## config.mk

```make
export PLATFORM = sky130hd
export DESIGN_NAME = south_result_collector
export DESIGN_NICKNAME = d
export VERILOG_FILES = /design/src/rtl/south_result_collector.sv
export SDC_FILE = /design/constraint.sdc
export NUM_CORES = 1
export LEC_CHECK = 0
export CAP_MARGIN = 20
export CORE_UTILIZATION = 35
export CTS_CLUSTER_SIZE = 8
export DETAILED_ROUTE_END_ITERATION = 8
export GPL_ROUTABILITY_DRIVEN = 1
export MAX_ROUTING_LAYER = met4
export SYNTH_ARGS = -nofsm -noshare
export SYNTH_HDL_FRONTEND = slang
export SYNTH_SLANG_ARGS = --single-unit
```

## constraint.sdc

```tcl
create_clock -name clk -period 11 [get_ports clk]
set_clock_uncertainty 0.05 [all_clocks]
set_input_delay 2.2 -clock clk [delete_from_list [all_inputs] [get_ports clk]]
set_output_delay 2.2 -clock clk [all_outputs]
set_load 0.05 [all_outputs]
```

## src/rtl/south_result_collector.sv

```systemverilog
// South-edge result collector for the systolic array.
// Each bottom-row column arrives one cycle later than its left neighbour;
// per-column delay lines re-align a result row into one word, which is
// pushed into a small show-ahead FIFO and handed downstream.
// The array cannot be stalled, so a full FIFO drops the row and raises a
// sticky overflow flag instead of back-pressuring.
//
// Downstream handshake: out_valid means the FIFO head is on out_data.
// A transfer happens on a rising edge where out_valid && out_ready.
// While out_valid=1 and out_ready=0, out_data holds steady.
// out_valid never drops without a transfer.
module south_result_collector #(
    parameter int COLS   = 4,
    parameter int DATA_W = 32,
    parameter int LAT    = 3,
    parameter int DEPTH  = 4,
    parameter int ROW_W  = 8
) (
    input  logic                     clk,
    input  logic                     rst,
    input  logic                     start,
    input  logic [ROW_W-1:0]         row_count,
    input  logic [COLS*DATA_W-1:0]   south_in,
    output logic [COLS*DATA_W-1:0]   out_data,
    output logic                     out_valid,
    input  logic                     out_ready,
    output logic                     busy,
    output logic                     done,
    output logic                     overflow,
    output logic [1:0]               dbg_state
);

    localparam int W         = COLS * DATA_W;
    localparam int PTR_W     = (DEPTH > 1) ? $clog2(DEPTH) : 1;
    localparam int CNT_FW    = PTR_W + 1;
    localparam int WAIT_INIT = LAT + COLS - 2;
    localparam int CNT_W     = $clog2(WAIT_INIT + 1) + 1;

    typedef enum logic [1:0] {
        S_IDLE    = 2'd0,
        S_WAIT    = 2'd1,
        S_CAPTURE = 2'd2
    } state_t;

    state_t              r_state;
    state_t              w_state_nxt;
    logic [CNT_W-1:0]    r_wait_cnt;
    logic [ROW_W-1:0]    r_rows_left;
    logic                r_done;
    logic                r_overflow;

    logic [DATA_W-1:0]   w_col [COLS];
    logic [W-1:0]        w_row;

    logic [W-1:0]        r_mem [DEPTH];
    logic [PTR_W-1:0]    r_wr_ptr;
    logic [PTR_W-1:0]    r_rd_ptr;
    logic [CNT_FW-1:0]   r_count;
    logic [W-1:0]        r_hold;
    logic [W-1:0]        w_head;

    logic                w_start_run;
    logic                w_start_zero;
    logic                w_push;
    logic                w_pop;
    logic                w_full;
    logic                w_accept;
    logic                w_drop;

    // Column c needs COLS-1-c stages so it lines up with the last column,
    // which is taken straight from the input on the push edge.
    for (genvar c = 0; c < COLS; c++) begin : g_col
        if (c == COLS - 1) begin : g_direct
            assign w_col[c] = south_in[c*DATA_W +: DATA_W];
        end else begin : g_dly
            localparam int STG = COLS - 1 - c;
            logic [DATA_W-1:0] r_dly [STG];

            // Shift the column through its skew-removal delay line.
            always_ff @(posedge clk) begin
                if (rst) begin
                    for (int s = 0; s < STG; s++) r_dly[s] <= '0;
                end else begin
                    r_dly[0] <= south_in[c*DATA_W +: DATA_W];
                    for (int s = 1; s < STG; s++) r_dly[s] <= r_dly[s-1];
                end
            end

            assign w_col[c] = r_dly[STG-1];
        end
    end

    // Pack the aligned columns back into the south_in layout.
    always_comb begin
        w_row = '0;
        for (int c = 0; c < COLS; c++) w_row[c*DATA_W +: DATA_W] = w_col[c];
    end

    assign w_start_run  = (r_state == S_IDLE) && start && (row_count != '0);
    assign w_start_zero = (r_state == S_IDLE) && start && (row_count == '0);

    assign out_valid = (r_count != '0);
    assign w_full    = (r_count == CNT_FW'(DEPTH));
    assign w_push    = (r_state == S_CAPTURE);
    assign w_pop     = out_valid && out_ready;
    assign w_accept  = w_push && (!w_full || w_pop);
    assign w_drop    = w_push && w_full && !w_pop;
    assign w_head    = r_mem[r_rd_ptr];

    // FSM state register.
    always_ff @(posedge clk) begin
        if (rst) r_state <= S_IDLE;
        else     r_state <= w_state_nxt;
    end

    // Next state: WAIT is skipped when the first row is due one edge after start.
    always_comb begin
        w_state_nxt = r_state;
        case (r_state)
            S_IDLE: begin
                if (w_start_run) w_state_nxt = (WAIT_INIT == 0) ? S_CAPTURE : S_WAIT;
            end
            S_WAIT: begin
                if (r_wait_cnt == CNT_W'(1)) w_state_nxt = S_CAPTURE;
            end
            S_CAPTURE: begin
                if (r_rows_left == ROW_W'(1)) w_state_nxt = S_IDLE;
            end
            default: w_state_nxt = S_IDLE;
        endcase
    end

    // Run counters, done pulse and the sticky overflow flag.
    always_ff @(posedge clk) begin
        if (rst) begin
            r_wait_cnt  <= '0;
            r_rows_left <= '0;
            r_done      <= 1'b0;
            r_overflow  <= 1'b0;
        end else begin
            r_done <= w_start_zero ||
                      ((r_state == S_CAPTURE) && (r_rows_left == ROW_W'(1)));
            if (w_start_run) begin
                r_wait_cnt  <= CNT_W'(WAIT_INIT);
                r_rows_left <= row_count;
                r_overflow  <= 1'b0;
            end else begin
                if (r_state == S_WAIT)    r_wait_cnt  <= r_wait_cnt - CNT_W'(1);
                if (r_state == S_CAPTURE) r_rows_left <= r_rows_left - ROW_W'(1);
                if (w_drop)               r_overflow  <= 1'b1;
            end
        end
    end

    // FIFO storage, pointers and occupancy; a full FIFO may push when it pops.
    always_ff @(posedge clk) begin
        if (rst) begin
            for (int i = 0; i < DEPTH; i++) r_mem[i] <= '0;
            r_wr_ptr <= '0;
            r_rd_ptr <= '0;
            r_count  <= '0;
            r_hold   <= '0;
        end else begin
            if (w_accept) begin
                r_mem[r_wr_ptr] <= w_row;
                r_wr_ptr        <= r_wr_ptr + PTR_W'(1);
            end
            if (w_pop) r_rd_ptr <= r_rd_ptr + PTR_W'(1);
            if (out_valid) r_hold <= w_head;
            case ({w_accept, w_pop})
                2'b10:   r_count <= r_count + CNT_FW'(1);
                2'b01:   r_count <= r_count - CNT_FW'(1);
                default: r_count <= r_count;
            endcase
        end
    end

    assign out_data  = out_valid ? w_head : r_hold;
    assign busy      = (r_state != S_IDLE);
    assign done      = r_done;
    assign overflow  = r_overflow;
    assign dbg_state = r_state;

endmodule

```

==> flow_summary.toml <==
[run_status]
outcome = "completed"

[critical_path]
reg2reg_to = "r_mem[0][40]$_SDFFCE_PN0P_"
r2r-start = "dbg_state[1]$_SDFFE_PP0P_"
crit_chain = "buf_12 -> mux4_2 -> mux2_4 -> clkdlybuf4s50_1"
crit_buf_inv = 2
cpLargestDelayFamily = "buffers and inverters"
path_depth = 4
worstPathArrival_ps = 4080
ff2ff_path_depth = 7
crit_required_ps = 8750
start_kind = "flop"
slowest_delay_ps = 930
worstSetupPathType = "flop to output port"
worst_path_max_delay_cell = "dfxtp_4"
r2r_setup_slack_ps = 7360
cp-endpoint = "out_data[47]"
crit_fanout = 90
endpoint_kind = "output port"

[logic_synthesis]
synth_flop_cell = "edfxtp_1"
yosysUniqueCellTypes = 52
avgSynthCellArea_um2 = 15.2
synth_common_cells = "and2_1 (513), edfxtp_1 (512), dfxtp_1 (345)"
yosysMostFrequentCell = "and2_1"
yosys_warnings = 0
synth.area.top_cells = "edfxtp_1 (46%), dfxtp_1 (21%), and2_1 (9.5%), mux4_2 (8.6%), nor2b_1 (6.0%)"
postSynth.asyncResetShare = 0
yosys.area.top_type = "edfxtp_1"
synth_top_area_frac = 0.457
synth_edf_count = 512
synth_nets = 2354
synth.cell_area_mm2 = 0.0336
netlist_instances = 2208
ys_seq_elements = 857
yosysSeqAreaShare = 0.662

[power]
pwr-share-comb = 0.118
ir_drop_mv = 0.113
seqPwrFrac = 0.458
clockPowerShare = 0.424
p_leak_nw = 14.8
internal_power_w = 0.00596
power_switching_w = 0.00191
power_density_mw_per_mm2 = 192
switching_share = 0.242

[cts]
numCtsBuffers = 117
root_buffer = "clkbuf_16"
clk_path_buf_depth = 3
cts-resized-gates = 0
cts_setup_buffers = 0
clkTransAtPathRegs_ps = 50
ctsHoldBuffers = 0
cts_tree = "done"
cts_sinks = 857
clk_latency_ps = 670
h-tree-depth = 3

[worst_hold_path]
hp-class = "flop to flop"

[timing]
finalWorstSetupSlack_ps = 4670
fmax_mhz = 158
rsz0062_at_grt = "no"
relSlewSlack = 0.333
slew_viol_final = 0
worst_slew_pin_slew_ps = 1000
hold_viol_final = 0
finalSetupTns_ps = 0
final-setup-viol-count = 0
period_minus_slack_ps = 6330
post-route-period-util = 0.576

[finish]
drive_gt1_frac = 0.164
syn2layout_area_growth_pct = 22.0
fin_cells = 3850
fillers = 8482
nNetsFinal = 2631

[die]
dieHeight_um = 312
fp-row-count = 113
die_x_um = 312
ioPinCount = 274
core_area_mm2 = 0.0952
die_area_mm2 = 0.0974
start_util = 0.354

[drt]
final_antenna_net_count = 0
first_iter_violations = 1311
via_per_inst = 4.71
wire_per_inst_um = 20.8
drt_first_pass_iters = 5
drc = 0
wl_mm = 80.2
vias = 18115

[placement]
dp.cells = 3630
place_congestion = 0.722
port_buffers = 273
dp_slack_ps = 5220
post-dp-hpwl_mm = 43.5

[grt]
antenna_found_initial = 5
grt_pass1_wl_mm = 120
grt_max_degree = 158
grt_pass1_vias = 19668
overflow = 0
gr-usage-all-layers = 0.169

[flow_run]
drv_cap = 0
==> flip-flops by register name, indices dropped and copies added, names as in the netlist, named ones only <==
| signal | flops |
|---|---|
| r_rows_left | 8 |
| g_col.g_dly.r_dly | 192 |
| r_wr_ptr | 2 |
| r_count | 3 |
| dbg_state | 2 |
| overflow | 1 |
| r_wait_cnt | 4 |
| r_rd_ptr | 2 |
| r_hold | 128 |
| r_mem | 512 |
| done | 1 |
==> per-stage QoR <==
step	power (W)	utilization	hold WS, ps	area [µm²]
floorplan	0.00429	-	364	33600
global placement	0.00460	0.394	368	37500
detailed placement	0.00461	0.396	373	37600
CTS	0.00798	0.431	376	41000
global route	0.00816	0.431	397	41000
finish	0.00787	0.431	371	41000
==> cell usage in the layout (no fill, tap or decap), types with 7 or more instances in the layout <==
cell type	synthesis	layout
buf_4	3	19
a21oi_1	14	14
clkbuf_16	0	119
inv_1	8	8
nand2_1	7	7
mux4_2	128	128
dfxtp_1	345	343
clkbuf_1	66	95
clkdlybuf4s50_1	0	272
edfxtp_1	512	512
nor2b_1	323	323
nand3_1	7	7
and2_1	513	513
mux2_2	41	41
nor2_1	17	17
mux2_4	87	87
==> worst register-to-register path: stages (launching register included) <==
cell and delay (ps):
dfxtp_1 790, nand2b_4 250, nor2_4 240, inv_2 100, nor4_4 170, buf_4 670
buf_4 890, and2_1 340
==> layout make-up <==
class / instances / area, µm² / share of cell area
Sequential cell: 857 / 22300 / 0.543
Tap cell: 1265 / 1580 / 0.0386
Timing Repair Buffer: 300 / 3070 / 0.0748
Antenna cell: 3 / 7.51 / 0.000183
Clock inverter: 2 / 38.8 / 0.000945
Clock buffer: 214 / 3330 / 0.0812
Multi-Input combinational cell: 1200 / 10700 / 0.260
Inverter: 9 / 33.8 / 0.000823
==> layer usage <==
metal  track usage  vias up  routed length (µm)
li1              -     8306                   -
met1         0.209     9228               34700
met2         0.283      442               40000
met3        0.0295      139                3420
met4        0.0514        0                2010
met5             -        -                   0
==> cells by family (layout without fill, tap and decap cells) <==
| kind of cell | after synthesis | count (layout) | synth area share |
|---|---|---|---|
| xor+xnor | 9 | 9 | 0.00234 |
| fa+ha+maj | 6 | 6 | 0.00245 |
| flops | 857 | 857 | 0.662 |
| other cells | 0 | 3 | 0 |
| buf+inv | 151 | 525 | 0.0215 |
| mux | 256 | 256 | 0.138 |
| compound gates | 33 | 33 | 0.00606 |
| simple gates | 896 | 896 | 0.167 |
==> how the worst min path moves through the flow <==
stage | from | end | slack, ps | cells past startpoint
final | g_col[0].g_dly.r_dly[0][15]$_SDFF_PP0_ | g_col[0].g_dly.r_dly[0][47]$_SDFF_PP0_ | 370 | 1
after global routing | g_col[0].g_dly.r_dly[0][15]$_SDFF_PP0_ | g_col[0].g_dly.r_dly[0][47]$_SDFF_PP0_ | 400 | 1
after CTS | g_col[1].g_dly.r_dly[0][11]$_SDFF_PP0_ | g_col[1].g_dly.r_dly[0][43]$_SDFF_PP0_ | 380 | 1
after detailed placement | g_col[0].g_dly.r_dly[0][48]$_SDFF_PP0_ | g_col[0].g_dly.r_dly[0][80]$_SDFF_PP0_ | 370 | 1
after global placement | g_col[0].g_dly.r_dly[0][55]$_SDFF_PP0_ | g_col[0].g_dly.r_dly[0][87]$_SDFF_PP0_ | 370 | 1
after floorplan | g_col[0].g_dly.r_dly[0][0]$_SDFF_PP0_ | g_col[0].g_dly.r_dly[0][32]$_SDFF_PP0_ | 360 | 1
==> power groups by stage <==
stage               sequential (W)  clock, W  combinational [W]
CTS                        0.00360   0.00343           0.000951
global placement           0.00366         0           0.000936
detailed placement         0.00367         0           0.000947
global route               0.00362   0.00356           0.000981
finish                     0.00360   0.00333           0.000932
floorplan                  0.00365         0           0.000645
No activity file was read; power rests on OpenSTA's default activity.
